`config.mk`:
```
export PLATFORM = sky130hd
export DESIGN_NAME = gs232c_ras_spec
export DESIGN_NICKNAME = d
export VERILOG_FILES = /design/src/rtl/gs232c_ras_spec_pkg.sv /design/src/rtl/gs232c_ras_spec_level.sv /design/src/rtl/gs232c_ras_spec.sv
export SDC_FILE = /design/constraint.sdc
export NUM_CORES = 1
export LEC_CHECK = 0
export ABC_CLOCK_PERIOD_IN_PS = 4600
export BUFFER_PORTS_ARGS = -buffer_cell sky130_fd_sc_hd__buf_4
export CAP_MARGIN = 20
export CORE_MARGIN = 2
export CORE_UTILIZATION = 60
export DETAILED_ROUTE_END_ITERATION = 10
export GPL_TIMING_DRIVEN = 0
export PLACE_DENSITY = 0.78
export SLEW_MARGIN = 10
export SYNTH_ARGS = -nofsm -noshare
export SYNTH_HDL_FRONTEND = slang
export SYNTH_SLANG_ARGS = --single-unit
```
`constraint.sdc`:
```
create_clock -name clock -period 4.6 [get_ports clock]
set_clock_uncertainty 0.1 [all_clocks]
set_input_delay 0 -clock clock [delete_from_list [all_inputs] [get_ports clock]]
set_output_delay 0 -clock clock [all_outputs]
set_load 0.05 [all_outputs]
```
`src/rtl/gs232c_ras_spec_pkg.sv`:
```
// Shared definitions for the GS232C return-address stack.
// Holds the encodings of the ra_src output and the state type of the
// committed-stack initialisation FSM.
package gs232c_ras_spec_pkg;

    // Source of the predicted return address
    localparam logic [1:0] RAS_SRC_WB = 2'd0;  // committed stack
    localparam logic [1:0] RAS_SRC_BR = 2'd1;  // branch-level entry
    localparam logic [1:0] RAS_SRC_PR = 2'd2;  // predict-level entry

    // Committed-stack initialisation FSM
    typedef enum logic {
        ST_INIT = 1'b0,
        ST_RUN  = 1'b1
    } ras_state_t;

endpackage

```
`src/rtl/gs232c_ras_spec_level.sv`:
```
// Speculative level of the return-address stack (predict or branch level).
// A small direct-mapped store indexed by the low bits of a full stack slot
// number; the upper slot bits are kept as a tag so that a lookup only hits
// when the entry was written for exactly that slot.
//
// Ports:
//   clock, reset   - clock, synchronous active-high reset (clears valids)
//   clear          - flush: clear every valid bit
//   wr_en          - write wr_pc into the entry for stack slot wr_slot
//   wr_slot        - full stack slot number (IDX_W bits) of the write
//   wr_pc          - return address to store
//   rd_slot        - full stack slot number to look up
//   hit            - entry valid and its tag matches rd_slot
//   rd_pc          - stored return address of the looked-up entry
//
// LVL_DEPTH must be a power of two, at least 2 and below 2**IDX_W.
module gs232c_ras_level #(
    parameter int PC_W      = 30,
    parameter int IDX_W     = 4,
    parameter int LVL_DEPTH = 4
) (
    input  logic             clock,
    input  logic             reset,
    input  logic             clear,
    input  logic             wr_en,
    input  logic [IDX_W-1:0] wr_slot,
    input  logic [PC_W-1:0]  wr_pc,
    input  logic [IDX_W-1:0] rd_slot,
    output logic             hit,
    output logic [PC_W-1:0]  rd_pc
);

    localparam int LVL_IDX_W = $clog2(LVL_DEPTH);
    localparam int TAG_W     = IDX_W - LVL_IDX_W;

    logic [LVL_DEPTH-1:0] valid_r;
    logic [TAG_W-1:0]     tag_r [LVL_DEPTH];
    logic [PC_W-1:0]      pc_r  [LVL_DEPTH];

    logic [LVL_IDX_W-1:0] wr_idx_s;
    logic [TAG_W-1:0]     wr_tag_s;
    logic [LVL_IDX_W-1:0] rd_idx_s;
    logic [TAG_W-1:0]     rd_tag_s;

    assign wr_idx_s = wr_slot[LVL_IDX_W-1:0];
    assign wr_tag_s = wr_slot[IDX_W-1:LVL_IDX_W];
    assign rd_idx_s = rd_slot[LVL_IDX_W-1:0];
    assign rd_tag_s = rd_slot[IDX_W-1:LVL_IDX_W];

    // Valid bits: a flush takes priority over a write in the same cycle
    always_ff @(posedge clock) begin
        if (reset) begin
            valid_r <= {LVL_DEPTH{1'b0}};
        end else if (clear) begin
            valid_r <= {LVL_DEPTH{1'b0}};
        end else if (wr_en) begin
            valid_r[wr_idx_s] <= 1'b1;
        end
    end

    // Tag and address storage; contents only matter while the valid bit is set
    always_ff @(posedge clock) begin
        if (wr_en && !clear && !reset) begin
            tag_r[wr_idx_s] <= wr_tag_s;
            pc_r[wr_idx_s]  <= wr_pc;
        end
    end

    // Lookup
    always_comb begin
        hit   = valid_r[rd_idx_s] && (tag_r[rd_idx_s] == rd_tag_s);
        rd_pc = pc_r[rd_idx_s];
    end

endmodule

```
`src/rtl/gs232c_ras_spec.sv`:
```
// GS232C return-address stack with three pipeline levels.
// The predict and branch levels hold speculative calls in small tagged
// stores; the writeback level owns the full committed stack. Each level has
// its own pointer. A flush invalidates the younger levels, whose pointers are
// reloaded from the next older valid pointer in the following (bubble) cycle.
// After reset the committed stack is zeroed one entry per cycle.
//
// Ports:
//   clock, reset              - clock, synchronous active-high reset
//   pr_link/pr_jrra/pr_link_pc - predict-stage call/return and return address
//   br_cancel                 - branch mispredict flush (predict level)
//   br_link/br_jrra/br_link_pc - branch-resolve call/return and return address
//   wb_cancel                 - writeback flush (predict and branch levels)
//   wb_link/wb_jrra/wb_link_pc - committed call/return and return address
//   ra, ra_src                - predicted return address and its source
//   init_busy                 - committed stack clear in progress
//   wb_count                  - committed occupancy, saturating 0..DEPTH
module gs232c_ras_spec
    import gs232c_ras_spec_pkg::*;
#(
    parameter int PC_W     = 30,
    parameter int DEPTH    = 16,
    parameter int PR_DEPTH = 4,
    parameter int BR_DEPTH = 2,
    localparam int IDX_W   = $clog2(DEPTH)
) (
    input  logic             clock,
    input  logic             reset,
    input  logic             pr_link,
    input  logic             pr_jrra,
    input  logic [PC_W-1:0]  pr_link_pc,
    input  logic             br_cancel,
    input  logic             br_link,
    input  logic             br_jrra,
    input  logic [PC_W-1:0]  br_link_pc,
    input  logic             wb_cancel,
    input  logic             wb_link,
    input  logic             wb_jrra,
    input  logic [PC_W-1:0]  wb_link_pc,
    output logic [PC_W-1:0]  ra,
    output logic [1:0]       ra_src,
    output logic             init_busy,
    output logic [IDX_W:0]   wb_count
);

    localparam int              CW       = IDX_W + 1;
    localparam logic [IDX_W-1:0] LAST_K  = IDX_W'(DEPTH - 1);
    localparam logic [IDX_W:0]   FULL_CNT = CW'(DEPTH);

    // Link only: +1, return only: -1, both (return-then-call) or neither: hold
    function automatic logic [IDX_W-1:0] ptr_step(input logic [IDX_W-1:0] ptr,
                                                  input logic link,
                                                  input logic jrra);
        logic [IDX_W-1:0] nxt;
        case ({link, jrra})
            2'b10:   nxt = ptr + IDX_W'(1);
            2'b01:   nxt = ptr - IDX_W'(1);
            default: nxt = ptr;
        endcase
        return nxt;
    endfunction

    // A call that is also a return overwrites the top entry instead of pushing
    function automatic logic [IDX_W-1:0] link_slot(input logic [IDX_W-1:0] ptr,
                                                   input logic jrra);
        return jrra ? ptr : ptr + IDX_W'(1);
    endfunction

    ras_state_t       state_r, state_s;
    logic [IDX_W-1:0] init_k_r, init_k_s;
    logic [IDX_W-1:0] pr_ptr_r, pr_ptr_s;
    logic [IDX_W-1:0] br_ptr_r, br_ptr_s;
    logic [IDX_W-1:0] wb_ptr_r, wb_ptr_s;
    logic             pr_vld_r, pr_vld_s;
    logic             br_vld_r, br_vld_s;
    logic [IDX_W:0]   wb_count_r, wb_count_s;
    logic [PC_W-1:0]  committed_r [DEPTH];

    logic             run_s;
    logic             pr_flush_s, br_flush_s;
    logic             pr_wr_s, br_wr_s;
    logic [IDX_W-1:0] pr_slot_s, br_slot_s, wb_slot_s;
    logic             pr_hit_s, br_hit_s;
    logic [PC_W-1:0]  pr_pc_s, br_pc_s;

    // Qualified controls: every input is ignored while the stack initialises,
    // and a level's own inputs are ignored while it is flushed or reloading
    always_comb begin
        run_s      = (state_r == ST_RUN);
        pr_flush_s = run_s && (br_cancel || wb_cancel);
        br_flush_s = run_s && wb_cancel;
        pr_wr_s    = run_s && pr_vld_r && !br_cancel && !wb_cancel && pr_link;
        br_wr_s    = run_s && br_vld_r && !wb_cancel && br_link;
        pr_slot_s  = link_slot(pr_ptr_r, pr_jrra);
        br_slot_s  = link_slot(br_ptr_r, br_jrra);
        wb_slot_s  = link_slot(wb_ptr_r, wb_jrra);
    end

    // Init FSM next state: walk k over every committed entry, then run
    always_comb begin
        state_s  = state_r;
        init_k_s = init_k_r;
        case (state_r)
            ST_INIT: begin
                init_k_s = init_k_r + IDX_W'(1);
                if (init_k_r == LAST_K) begin
                    state_s = ST_RUN;
                end else begin
                    state_s = ST_INIT;
                end
            end
            ST_RUN:  state_s = ST_RUN;
            default: state_s = ST_INIT;
        endcase
    end

    // Pointer next state; an invalid pointer reloads from the next older
    // level (its registered value) regardless of the FSM state
    always_comb begin
        pr_ptr_s = pr_ptr_r;
        pr_vld_s = pr_vld_r;
        if (pr_flush_s) begin
            pr_vld_s = 1'b0;
        end else if (!pr_vld_r) begin
            pr_ptr_s = br_vld_r ? br_ptr_r : wb_ptr_r;
            pr_vld_s = 1'b1;
        end else if (run_s) begin
            pr_ptr_s = ptr_step(pr_ptr_r, pr_link, pr_jrra);
        end else begin
            pr_ptr_s = pr_ptr_r;
        end

        br_ptr_s = br_ptr_r;
        br_vld_s = br_vld_r;
        if (br_flush_s) begin
            br_vld_s = 1'b0;
        end else if (!br_vld_r) begin
            br_ptr_s = wb_ptr_r;
            br_vld_s = 1'b1;
        end else if (run_s) begin
            br_ptr_s = ptr_step(br_ptr_r, br_link, br_jrra);
        end else begin
            br_ptr_s = br_ptr_r;
        end

        if (run_s) begin
            wb_ptr_s = ptr_step(wb_ptr_r, wb_link, wb_jrra);
        end else begin
            wb_ptr_s = wb_ptr_r;
        end
    end

    // Committed occupancy, saturating at both ends
    always_comb begin
        wb_count_s = wb_count_r;
        if (run_s && wb_link && !wb_jrra) begin
            if (wb_count_r != FULL_CNT) begin
                wb_count_s = wb_count_r + CW'(1);
            end else begin
                wb_count_s = wb_count_r;
            end
        end else if (run_s && wb_jrra && !wb_link) begin
            if (wb_count_r != CW'(0)) begin
                wb_count_s = wb_count_r - CW'(1);
            end else begin
                wb_count_s = wb_count_r;
            end
        end else begin
            wb_count_s = wb_count_r;
        end
    end

    // Control state registers
    always_ff @(posedge clock) begin
        if (reset) begin
            state_r    <= ST_INIT;
            init_k_r   <= {IDX_W{1'b0}};
            pr_ptr_r   <= {IDX_W{1'b0}};
            br_ptr_r   <= {IDX_W{1'b0}};
            wb_ptr_r   <= {IDX_W{1'b0}};
            pr_vld_r   <= 1'b0;
            br_vld_r   <= 1'b0;
            wb_count_r <= {CW{1'b0}};
        end else begin
            state_r    <= state_s;
            init_k_r   <= init_k_s;
            pr_ptr_r   <= pr_ptr_s;
            br_ptr_r   <= br_ptr_s;
            wb_ptr_r   <= wb_ptr_s;
            pr_vld_r   <= pr_vld_s;
            br_vld_r   <= br_vld_s;
            wb_count_r <= wb_count_s;
        end
    end

    // Committed stack: zero-fill during init, committed calls afterwards;
    // overflow wraps and silently overwrites the oldest entry
    always_ff @(posedge clock) begin
        if (!reset) begin
            if (state_r == ST_INIT) begin
                committed_r[init_k_r] <= {PC_W{1'b0}};
            end else if (wb_link) begin
                committed_r[wb_slot_s] <= wb_link_pc;
            end
        end
    end

    // Both speculative levels are looked up with the predict pointer
    gs232c_ras_level #(
        .PC_W      (PC_W),
        .IDX_W     (IDX_W),
        .LVL_DEPTH (PR_DEPTH)
    ) u_pr_level (
        .clock   (clock),
        .reset   (reset),
        .clear   (pr_flush_s),
        .wr_en   (pr_wr_s),
        .wr_slot (pr_slot_s),
        .wr_pc   (pr_link_pc),
        .rd_slot (pr_ptr_r),
        .hit     (pr_hit_s),
        .rd_pc   (pr_pc_s)
    );

    gs232c_ras_level #(
        .PC_W      (PC_W),
        .IDX_W     (IDX_W),
        .LVL_DEPTH (BR_DEPTH)
    ) u_br_level (
        .clock   (clock),
        .reset   (reset),
        .clear   (br_flush_s),
        .wr_en   (br_wr_s),
        .wr_slot (br_slot_s),
        .wr_pc   (br_link_pc),
        .rd_slot (pr_ptr_r),
        .hit     (br_hit_s),
        .rd_pc   (br_pc_s)
    );

    // Return-address select; forced to zero while the committed stack is
    // still being cleared so no stale entry is ever presented
    always_comb begin
        if (!run_s) begin
            ra     = {PC_W{1'b0}};
            ra_src = RAS_SRC_WB;
        end else if (pr_hit_s) begin
            ra     = pr_pc_s;
            ra_src = RAS_SRC_PR;
        end else if (br_hit_s) begin
            ra     = br_pc_s;
            ra_src = RAS_SRC_BR;
        end else begin
            ra     = committed_r[pr_ptr_r];
            ra_src = RAS_SRC_WB;
        end
    end

    assign init_busy = (state_r == ST_INIT);
    assign wb_count  = wb_count_r;

endmodule

```
; ---- Word-level counts from Yosys, hierarchy flattened
; Memory sizes are Yosys's and may differ from the RTL's. A register that Yosys moved wholly into a read port is not among the register bits.
; Index checks and enable logic that the tools add are counted.
[totals]
memories = 5
ramBits = 674
regBits = 30
output_inout_bits = 38
elab_cells = 147
inputBits = 100
[memory_table]
columns = memory, words, width, read_ports, rd_clocked_by_memory_dff, wr, line_no
row1 = committed_r, 16, 30, 1, 1, 1, gs232c_ras_spec.sv:77  ; logic [PC_W-1:0] committed_r [DEPTH];
row2 = u_pr_level.pc_r, 4, 30, 1, 1, 1, gs232c_ras_spec_level.sv:38  ; logic [PC_W-1:0] pc_r [LVL_DEPTH];
row3 = u_br_level.pc_r, 2, 30, 1, 1, 1, gs232c_ras_spec_level.sv:38
row4 = u_pr_level.tag_r, 4, 2, 1, 1, 1, gs232c_ras_spec_level.sv:37  ; logic [TAG_W-1:0] tag_r [LVL_DEPTH];
row5 = u_br_level.tag_r, 2, 3, 1, 1, 1, gs232c_ras_spec_level.sv:37
[classes]
reduce_logical = 40
bitwise_logic = 5
eq_ne = 15
addsub = 9
order_cmp = 6
mux = 57
[op_table]
columns = operator, count
row1 = 30-bit 2-to-1 mux, 4
row2 = 4-bit 2-to-1 mux, 11
row3 = 30-bit OR reduction, 1
row4 = 1-bit 2-to-1 mux, 25
row5 = 4-bit case mux with 2 select lines, 3
row6 = 1-bit logical AND, 21
row7 = 5-bit 2-to-1 mux, 4
row8 = 4-bit by 1-bit adder with 4-bit output (second input constant), 4
row9 = 2-bit 2-to-1 mux, 6
row10 = 4-bit by 1-bit subtractor with 4-bit output (second input constant), 3
row11 = 3-bit AND reduction, 3
row12 = 1-bit zero test, 7
row13 = 2-bit by 1-bit == test with 1-bit output (second input constant), 3
row14 = 2-bit == test (second input constant), 3
row15 = 2-bit by 3-bit less-than comparator with 1-bit output (second input constant), 2
row16 = 3-bit by 1-bit inequality test with 1-bit output (second input constant), 2
row17 = 2-bit nonzero test, 3
row18 = 5-bit by 1-bit adder with 5-bit output (second input constant), 1
row19 = 5-bit inequality test (second input constant), 1
row20 = 5-bit nonzero test, 1
row21 = 5-bit by 1-bit subtractor with 5-bit output (second input constant), 1
row22 = 4-bit == test (second input constant), 1
row23 = 1-bit by 2-bit less-than comparator with 1-bit output (second input constant), 2
row24 = 2-bit inequality test (second input constant), 2
row25 = 15 further kinds, 18

; ---- Logic depth before layout (Yosys ltp)
; Gate-level depths: netlist of the first run.
[logic_depth]
depth_word = 8
mapped_depth = 9
mapped_depth_nobuf = 8

; ---- Modules after synthesis
; Synthesis of the first run repeated with hierarchy kept, for this count alone.
[hier_totals]
hier_cells = 1468
area_unflattened_um2 = 28144.5
[modules_own_cells]
columns = module, area_each_um2, cells_per_inst, n_inst, seq_area_each_um2
row1 = gs232c_ras_spec, 20826.2, 1161, 1, 14974.4
row2 = gs232c_ras_level at u_pr_level, 4818.4, 191, 1, 3923.8
row3 = gs232c_ras_level at u_br_level, 2499.9, 116, 1, 2021.9

; ---- Least setup slack after synthesis of the first run
; Ideal clock, no wire load.
[synth_path]
kind = reg-to-reg
from = register pr_ptr_r[0]
to = memory u_pr_level.pc_r[1][0] (enable)
path_stages_with_launch = 7
slack_ps = 675
path_buffers = 1
period_less_slack_ps = 3925
setup_ps = 461
arrival_ps = 3364
t_required_ps = 4039
path_cell_list = dfxtp_1 > buf_2 > inv_1 > ha_1 > mux2i_1 > nand2_1 > nor3_1
[synth_via]
elab_chain_len = 2
[synth_rtl]
columns = element, line_no
row1 = start: declaration, gs232c_ras_spec.sv:71  ; logic [IDX_W-1:0] pr_ptr_r, pr_ptr_s;
row2 = start signal: assignment, gs232c_ras_spec.sv:178  ; pr_ptr_r <= {IDX_W{1'b0}};
row3 = start signal: assignment, gs232c_ras_spec.sv:187  ; pr_ptr_r <= pr_ptr_s;
row4 = 4-bit by 1-bit adder with 4-bit output, gs232c_ras_spec.sv:66  ; return jrra ? ptr : ptr + IDX_W'(1);
row5 = 4-bit 2-to-1 mux *, gs232c_ras_spec.sv:66
row6 = end: declaration, gs232c_ras_spec_level.sv:38
; Mark *: on every way between the ends. The rest lies on a longest branch, timed or not.

; ---- Worst setup path after layout of the first run
[layout_path]
from = register state_r, in the netlist run_s
to = memory committed_r[2][17] (enable)
[layout_via]
elab_chain_len = 5
elab_cells_between_ends = 9
cone_classes = mux: 8 / reduce/logical: 1
[layout_rtl]
columns = element, line_no
row1 = start: declaration, gs232c_ras_spec.sv:69  ; ras_state_t state_r, state_s;
row2 = start signal: assignment, gs232c_ras_spec.sv:185  ; state_r <= state_s;
row3 = 1-bit 2-to-1 mux, gs232c_ras_spec.sv:200  ; if (state_r == ST_INIT) begin
row4 = 1-bit 2-to-1 mux, gs232c_ras_spec.sv:199  ; if (!reset) begin
row5 = 1-bit 2-to-1 mux (not written as such), gs232c_ras_spec.sv:203  ; committed_r[wb_slot_s] <= wb_link_pc;
row6 = 30-bit OR reduction (no source line), n/a
row7 = 4-bit 2-to-1 mux (no source line) or 1-bit 2-to-1 mux (tied branches), n/a
row8 = end: declaration, gs232c_ras_spec.sv:77
; Parallel ways exist; a longest one is shown, timed or not.

==> results.sh, run 1 <==
export IMPL_placed_area_mm2=0.0306
export IMPL_initial_utilization_pct=60.5
export IMPL_clock_path_buffers=3
export IMPL_ant_nets=0
export IMPL_clock_fmax_mhz=266
export IMPL_cts_tree="done"
export IMPL_totalPowerFinal_mw=13.2
export IMPL_hold_path_class="input pin to flop"
export IMPL_crit_start="run_s"
export IMPL_cts_clk_slew_worst_paths_ns=0.06
export IMPL_std_cell_rows=79
export IMPL_drt_wl_total_mm=69.5
export IMPL_drt_iter0_drc=1884
export IMPL_htree_levels=3
export IMPL_syn_area_mm2=0.0281
export IMPL_rrSetupSlack_ns=0.84
export IMPL_slew_viol_final=0
export IMPL_p_per_area_mw_per_mm2=392
export IMPL_dr_pass1_iters=7
export IMPL_cts_sinks=708
export IMPL_critPathKind="flop to flop"
export IMPL_syn_area_per_cell_um2=19.5
export IMPL_yosysTopAreaCell="edfxtp_1"
export IMPL_end_kind="flop"
export IMPL_outcome="finished clean"
export IMPL_cts_root_buf="clkbuf_16"
export IMPL_io_pins=138
export IMPL_grt_max_degree=25
export IMPL_fin_nets=1891
export IMPL_gp_congestion=0.828
export IMPL_setup_viol=0
export IMPL_hold_viol_final=0
export IMPL_netlist_top_cells_area="edfxtp_1 (72%), mux4_2 (12%), dfxtp_1 (2.4%)"
export IMPL_rr_worst_depth=8
export IMPL_fin_crit_sh_pct=81.6
export IMPL_cts_buffers=69
export IMPL_worstSetupEndpoint="committed_r[2][17]"
export IMPL_cts_resized_gates=0
export IMPL_final_cell_count_no_fill=2435
export IMPL_portBuffers=134
export IMPL_core_mm2=0.0465
export IMPL_max_cap_violations=0
export IMPL_ir_drop_uv=322
export IMPL_grt_pass1_wl_mm=101
export IMPL_grt_ovfl_total=0
export IMPL_reg2reg_from="run_s"
export IMPL_setup_slack_ns=0.845
export IMPL_synth_seq_cells=708
export IMPL_synth_distinct_cells=51
export IMPL_antenna_found_initial=0
export IMPL_max_slew_margin_pct=29.2
export IMPL_synth_nets=1550
export IMPL_syn_inst=1440
export IMPL_tightestPinTransition_ns=1.06
export IMPL_startpoint_type="flop"
export IMPL_n_antenna_cell=0
export IMPL_fp_dieH_um=221
export IMPL_synth_seq_area_share_pct=74.4
export IMPL_hold_ws_ns=0.0221
export IMPL_die_area_mm2=0.0486
export IMPL_vias=15800
export IMPL_post_route_cells_drive_above_1_share_pct=27.2
export IMPL_crit_fanout=17
export IMPL_grt_total_usage_pct=29.2
export IMPL_ys_warn_count=0
export IMPL_synthArstFlopShare_pct=0
export IMPL_viasPerCell=6.47
export IMPL_insertion_delay_ns=0.60
export IMPL_yosysTopAreaCellShare_pct=72.0
export IMPL_first_global_vias=16100
export IMPL_placedCellCount=2213
export IMPL_hpwl_mm=44.0
export IMPL_rr_endpoint="committed_r[2][17]"
export IMPL_post_place_ws_ns=1.03
export IMPL_required_ns=4.79
export IMPL_rsz0062_at_grt="no"
export IMPL_wl_per_cell_um=28.5
export IMPL_drc_errors=0
export IMPL_min_period_ns=3.76
export IMPL_synth_edf_count=674
export IMPL_die_w_um=221
export IMPL_synthToLayoutAreaGrowth_pct=20.0
export IMPL_arrival_ns=3.94
export IMPL_ys_flop_type="edfxtp_1"
export IMPL_power_leakage_nw=10.4
export IMPL_post_route_cell_area_mm2=0.0338
==> worst min-delay path by stage <==
| stage | start | cells past startpoint | slack [ns] | to |
|---|---|---|---|---|
| 2_1_floorplan | br_link_pc[0] | 0 | -0.001 | u_br_level.pc_r[0][0] |
| 3_3_place_gp | br_link_pc[1] | 1 | 0.09 | u_br_level.pc_r[0][1] |
| 3_5_place_dp | br_link_pc[26] | 1 | 0.09 | u_br_level.pc_r[0][26] |
| 4_1_cts | pr_jrra | 4 | 0.006 | u_pr_level.valid_r[2] |
| 5_1_grt | br_link_pc[26] | 2 | 0.02 | u_br_level.pc_r[0][26] |
| 6_report | br_link_pc[26] | 2 | 0.02 | u_br_level.pc_r[1][26] |
==> synthesized netlist by cell type, drive strengths merged (3+ instances only) <==
master and n:
or3 3, nor3 6, a21oi 16, nand2 18
nand2b 5, mux4 153, nand3 39, a21o 3
mux2 7, nor3b 4, nor2b 41, o21a 4
a211oi 34, and2 34, inv 13, edfxtp 674
ha 10, xnor2 20, a31oi 4, o21ai 12
xor2 11, clkbuf 58, nor2 53, and3 32
buf 32, o31ai 30, mux2i 10, dfxtp 34
a22oi 61
==> cell families (layout without fill, tap and decap cells) <==
group / after synthesis / after routing / share of synthesized area, %
flops: 708 / 708 / 74.4
simple gates: 245 / 245 / 4.71
compound gates: 173 / 173 / 4.93
mux: 170 / 170 / 12.9
buf+inv: 103 / 491 / 1.68
xor+xnor: 31 / 31 / 0.965
fa+ha+maj: 10 / 10 / 0.445
==> state kept, by name, summed over array words and instances (netlist names), 5 cells and up, named ones only <==
name and flops:
committed_r 480, u_br_level.pc_r 60, u_br_level.tag_r 6, u_pr_level.pc_r 120, u_pr_level.tag_r 8, wb_count 5
==> final cells by class <==
class                      instances  area [µm²]
clock inverter                    29         238
inverter                          13        48.8
sequential                       708       20900
timing repair buffer             270        2640
tap                              607         759
multi-input combinational        629        6890
buffer                            90         423
clock buffer                      89        1830
fill                            2584       12700
==> through the flow <==
stage                     util [%]  TNS [ns]
final                         72.7         0
after global routing          72.7         0
after CTS                     72.7         0
after detailed placement      66.0         0
after global placement        64.3   -292.94
after floorplan                  -         0
==> per-layer routing <==
| metal | wire (µm) | vias to the layer above | GRT usage, % |
|---|---|---|---|
| met1 | 25700 | 8069 | 37.7 |
| met5 | 0 | - | 0 |
| met3 | 6590 | 163 | 5.84 |
| li1 | - | 6573 | - |
| met2 | 35100 | 958 | 49.9 |
| met4 | 2070 | 0 | 10.3 |
==> power by group <==
part           leakage (nW)  internal (mW)  switching, mW
Combinational          3.50          0.377          0.446
Clock                 0.999           2.98           2.35
Sequential             5.90           7.06         0.0255
Total                  10.4           10.4           2.82
==> cells in the final DEF, fill, tap and decap left out, types with 4 or more instances in the layout <==
cell | Yosys | routed
a21oi_1 | 16 | 16
mux2i_1 | 10 | 10
a22oi_1 | 61 | 61
edfxtp_1 | 674 | 674
ha_1 | 10 | 10
mux4_2 | 153 | 153
a211oi_1 | 33 | 33
nand2b_1 | 4 | 4
inv_1 | 13 | 13
nand3_1 | 39 | 39
clkbuf_1 | 58 | 76
clkinv_1 | 0 | 13
and2_1 | 34 | 34
buf_2 | 20 | 20
clkinv_2 | 0 | 5
a31oi_1 | 4 | 4
nor3_2 | 0 | 4
xnor2_1 | 20 | 20
dlygate4sd3_1 | 0 | 104
nor2_4 | 0 | 18
buf_16 | 0 | 17
o21ai_0 | 6 | 6
o21a_1 | 4 | 4
mux2_2 | 6 | 6
nor2_1 | 53 | 35
clkbuf_16 | 0 | 70
buf_6 | 4 | 4
nand2_1 | 18 | 18
nor3b_1 | 4 | 4
o21ai_1 | 6 | 6
xor2_1 | 11 | 11
nor2b_1 | 41 | 41
inv_6 | 0 | 4
buf_4 | 8 | 156
and3_1 | 32 | 32
dfxtp_1 | 34 | 34
o31ai_2 | 29 | 29
==> critical path: stages, from the launching register on <==
cell,delay [ns]
dfxtp_1,0.32
clkbuf_1,0.40
and3b_1,0.25
clkbuf_1,0.70
nor2_1,0.17
a21oi_1,0.24
nand2_1,0.32
nor2_4,0.66
buf_16,0.25
==> repair_timing <==
item | 4_1_cts | 5_1_grt
setup buffers | 0 | 0
hold buffers | 104 | 0
endpoints found under the setup margin | 0 | 0
hold endpoints to repair | 715 | 0
(Power assumes the default switching activity.)
==> inputs of run 2 (changes only) <==
--- a/config.mk
+++ b/config.mk
@@ -5,14 +5,15 @@
 export SDC_FILE = /design/constraint.sdc
 export NUM_CORES = 1
 export LEC_CHECK = 0
-export ABC_CLOCK_PERIOD_IN_PS = 4600
+export ABC_AREA = 1
+export ABC_CLOCK_PERIOD_IN_PS = 3200
 export BUFFER_PORTS_ARGS = -buffer_cell sky130_fd_sc_hd__buf_4
 export CAP_MARGIN = 20
 export CORE_MARGIN = 2
-export CORE_UTILIZATION = 60
+export CORE_UTILIZATION = 56
 export DETAILED_ROUTE_END_ITERATION = 10
 export GPL_TIMING_DRIVEN = 0
-export PLACE_DENSITY = 0.78
+export PLACE_DENSITY = 0.77
 export SLEW_MARGIN = 10
 export SYNTH_ARGS = -nofsm -noshare
 export SYNTH_HDL_FRONTEND = slang
==> constraint.sdc (replaced) <==
create_clock -name clock -period 3.2 [get_ports clock]
set_clock_uncertainty 0.1 [all_clocks]
set_input_delay 0 -clock clock [delete_from_list [all_inputs] [get_ports clock]]
set_output_delay 0 -clock clock [all_outputs]
set_load 0.05 [all_outputs]
==> results.sh, run 2 <==
export IMPL_fin_crit_sh_pct=101
export IMPL_multi_input_area_mm2=0.00804
export IMPL_required_ns=3.10
export IMPL_rrSetupSlack_ns=0.05
export IMPL_die_area_mm2=0.0560
export IMPL_clock_fmax_mhz=310
export IMPL_yosys_top_cells_count="nand2_1 (791), edfxtp_1 (674), nand3_1 (434), nor2_1 (370), inv_1 (214)"
export IMPL_p_per_area_mw_per_mm2=557
export IMPL_max_slew_margin_pct=35.5
export IMPL_die_w_um=237
export IMPL_gp_congestion=0.908
export IMPL_cts_buffers=72
export IMPL_post_route_cell_area_mm2=0.0369
export IMPL_arrival_ns=3.12
export IMPL_wl_per_cell_um=22.0
export IMPL_largest_reg_flops=480
export IMPL_dr_pass1_iters=7
export IMPL_core_mm2=0.0537
export IMPL_initial_utilization_pct=56.5
export IMPL_post_route_cells_drive_above_1_share_pct=13.6
export IMPL_final_cell_count_no_fill=4006
export IMPL_std_cell_rows=85
export IMPL_cts_clk_slew_worst_paths_ns=0.07
export IMPL_placedCellCount=3740
export IMPL_grt_pass1_wl_mm=130
export IMPL_worstSetupEndpoint="ra[25]"
export IMPL_post_place_ws_ns=-0.323
export IMPL_syn_area_mm2=0.0303
export IMPL_synth_nets=2987
export IMPL_netlist_top_cells_area="edfxtp_1 (67%), nand2_1 (9.8%), nand3_1 (7.2%)"
export IMPL_tightestPinTransition_ns=0.968
export IMPL_ys_flop_type="edfxtp_1"
export IMPL_power_leakage_nw=14.8
export IMPL_hpwl_mm=56.9
export IMPL_drt_iter0_drc=3032
export IMPL_ir_drop_uv=401
export IMPL_clock_path_buffers=3
export IMPL_crit_fanout=10
export IMPL_rr_endpoint="committed_r[13][1]"
export IMPL_setup_viol=2
export IMPL_insertion_delay_ns=0.63
export IMPL_grt_ovfl_total=0
export IMPL_largestRegisters="committed_r: 480 flops, u_pr_level.pc_r: 120 flops, u_br_level.pc_r: 60 flops"
export IMPL_end_kind="primary output"
export IMPL_cts_sinks=708
export IMPL_cts_root_buf="clkbuf_16"
export IMPL_rr_worst_depth=8
export IMPL_outcome="finished with violations"
export IMPL_viasPerCell=5.86
export IMPL_tns_ns=-0.0352
export IMPL_hold_viol_final=0
export IMPL_layout_commonest_cell="nand2_1"
export IMPL_top_register="committed_r"
export IMPL_portBuffers=134
export IMPL_synth_edf_count=674
export IMPL_grt_max_degree=27
export IMPL_startpoint_type="flop"
export IMPL_hold_path_class="input pin to flop"
export IMPL_synthArstFlopShare_pct=0
export IMPL_max_cap_violations=0
export IMPL_synthToLayoutAreaGrowth_pct=21.6
export IMPL_drc_errors=0
export IMPL_htree_levels=3
export IMPL_yosysTopAreaCell="edfxtp_1"
export IMPL_reg2reg_from="wb_ptr_r[0]"
export IMPL_antenna_found_initial=2
export IMPL_setup_slack_ns=-0.0245
export IMPL_fin_nets=3360
export IMPL_synth_seq_cells=708
export IMPL_yosysMostFrequentCell="nand2_1"
export IMPL_syn_inst=2877
export IMPL_ant_nets=0
export IMPL_io_pins=138
export IMPL_synth_seq_area_share_pct=69.0
export IMPL_vias=23500
export IMPL_grt_total_usage_pct=30.9
export IMPL_drt_wl_total_mm=88.0
export IMPL_critPathKind="flop to primary output"
export IMPL_fp_dieH_um=237
export IMPL_final_cell_mix="nand2_1 (790), edfxtp_1 (674), nand3_1 (433)"
export IMPL_placed_area_mm2=0.0330
export IMPL_syn_area_per_cell_um2=10.5
export IMPL_fill_cells=3572
export IMPL_violations="negative setup slack"
export IMPL_first_global_vias=23000
export IMPL_totalPowerFinal_mw=20.5
export IMPL_ys_warn_count=0
export IMPL_synth_distinct_cells=29
export IMPL_seqCellArea_mm2=0.0209
export IMPL_min_period_ns=3.22
export IMPL_cts_tree="done"
export IMPL_slew_viol_final=0
export IMPL_yosysTopAreaCellShare_pct=66.8
[run 2: changes by cell type after synthesis, moves of 34 or more]
| cell | delta |
|---|---|
| nand2_1 | +773 |
| buf_2 | +47 |
| nor2b_1 | -41 |
| mux4_2 | -153 |
| inv_1 | +201 |
| a22oi_1 | -61 |
| and2_1 | -34 |
| nor2_1 | +317 |
| nand3_1 | +395 |
| o21ai_0 | +83 |
[run 2: repair_timing]
action	4_1_cts	5_1_grt
endpoints found under the setup margin	484	134
gates cloned	0	0
setup buffers	6	9
gates resized for setup	36	36
pin swaps	2	6
hold endpoints to repair	744	0
hold buffers	105	0
[run 2: cells by family (layout without fill, tap and decap cells)]
kind of cell | after synthesis | after routing | share of synthesized area, %
compound gates | 162 | 162 | 3.12
flops | 708 | 708 | 69.0
buf+inv | 378 | 806 | 5.30
fa+ha+maj | 10 | 10 | 0.413
simple gates | 1602 | 1602 | 21.7
xor+xnor | 17 | 17 | 0.491
other cells | 0 | 5 | 0
[run 2: power breakdown]
part | total, mW | switching (mW) | internal (mW)
Sequential | 10.2 | 0.0385 | 10.1
Combinational | 1.97 | 1.30 | 0.665
Clock | 8.40 | 3.52 | 4.88
Total | 20.5 | 4.86 | 15.7
[run 2: layer usage]
| layer | vias to the layer above | track usage (%) | share of wire, % |
|---|---|---|---|
| li1 | 10500 | - | - |
| met1 | 11200 | 40.1 | 37 |
| met2 | 1568 | 51.6 | 49 |
| met3 | 264 | 5.26 | 10 |
| met4 | 0 | 13.4 | 4.2 |
| met5 | - | 0 | 0 |
[run 2: worst min-delay path by stage]
| stage | from | end | depth (start not counted) |
|---|---|---|---|
| floorplan | br_link_pc[0] | u_br_level.pc_r[0][0] | 0 |
| global placement | br_link_pc[7] | u_br_level.pc_r[0][7] | 1 |
| global route | pr_link_pc[18] | u_pr_level.pc_r[0][18] | 2 |
| CTS | pr_link_pc[12] | u_pr_level.pc_r[1][12] | 2 |
| detailed placement | br_link_pc[9] | u_br_level.pc_r[1][9] | 1 |
| finish | br_link_pc[14] | u_br_level.pc_r[1][14] | 2 |
[run 2: cell type report]
cell class,instances,share of cell area (%)
Buffer,158,2.34
Multi-Input combinational cell,1791,21.8
Clock buffer,99,5.44
Clock inverter,30,0.821
Sequential cell,708,56.8
Inverter,218,2.23
Timing Repair Buffer,301,8.19
Tap cell,696,2.36
Antenna cell,5,0.0339
[run 2: stage by stage]
stage	util, %	hold WS (ns)
2_1_floorplan	-	-0.00113
3_3_place_gp	60.0	0.0862
3_5_place_dp	61.4	0.0898
4_1_cts	68.0	0.00358
5_1_grt	68.6	0.0299
6_report	68.6	0.0167
[run 2: critical path, cell delays in order (launching register included)]
cell and delay (ns):
dfxtp_4 0.40, inv_2 0.13, buf_6 0.20, nand2_1 0.11
a21oi_2 0.19, nor2_4 0.10, nand2_2 0.19, clkbuf_4 0.26
nand2_1 0.08, nor2_1 0.22, nor2_1 0.13, nor2_1 0.22
buf_4 0.25
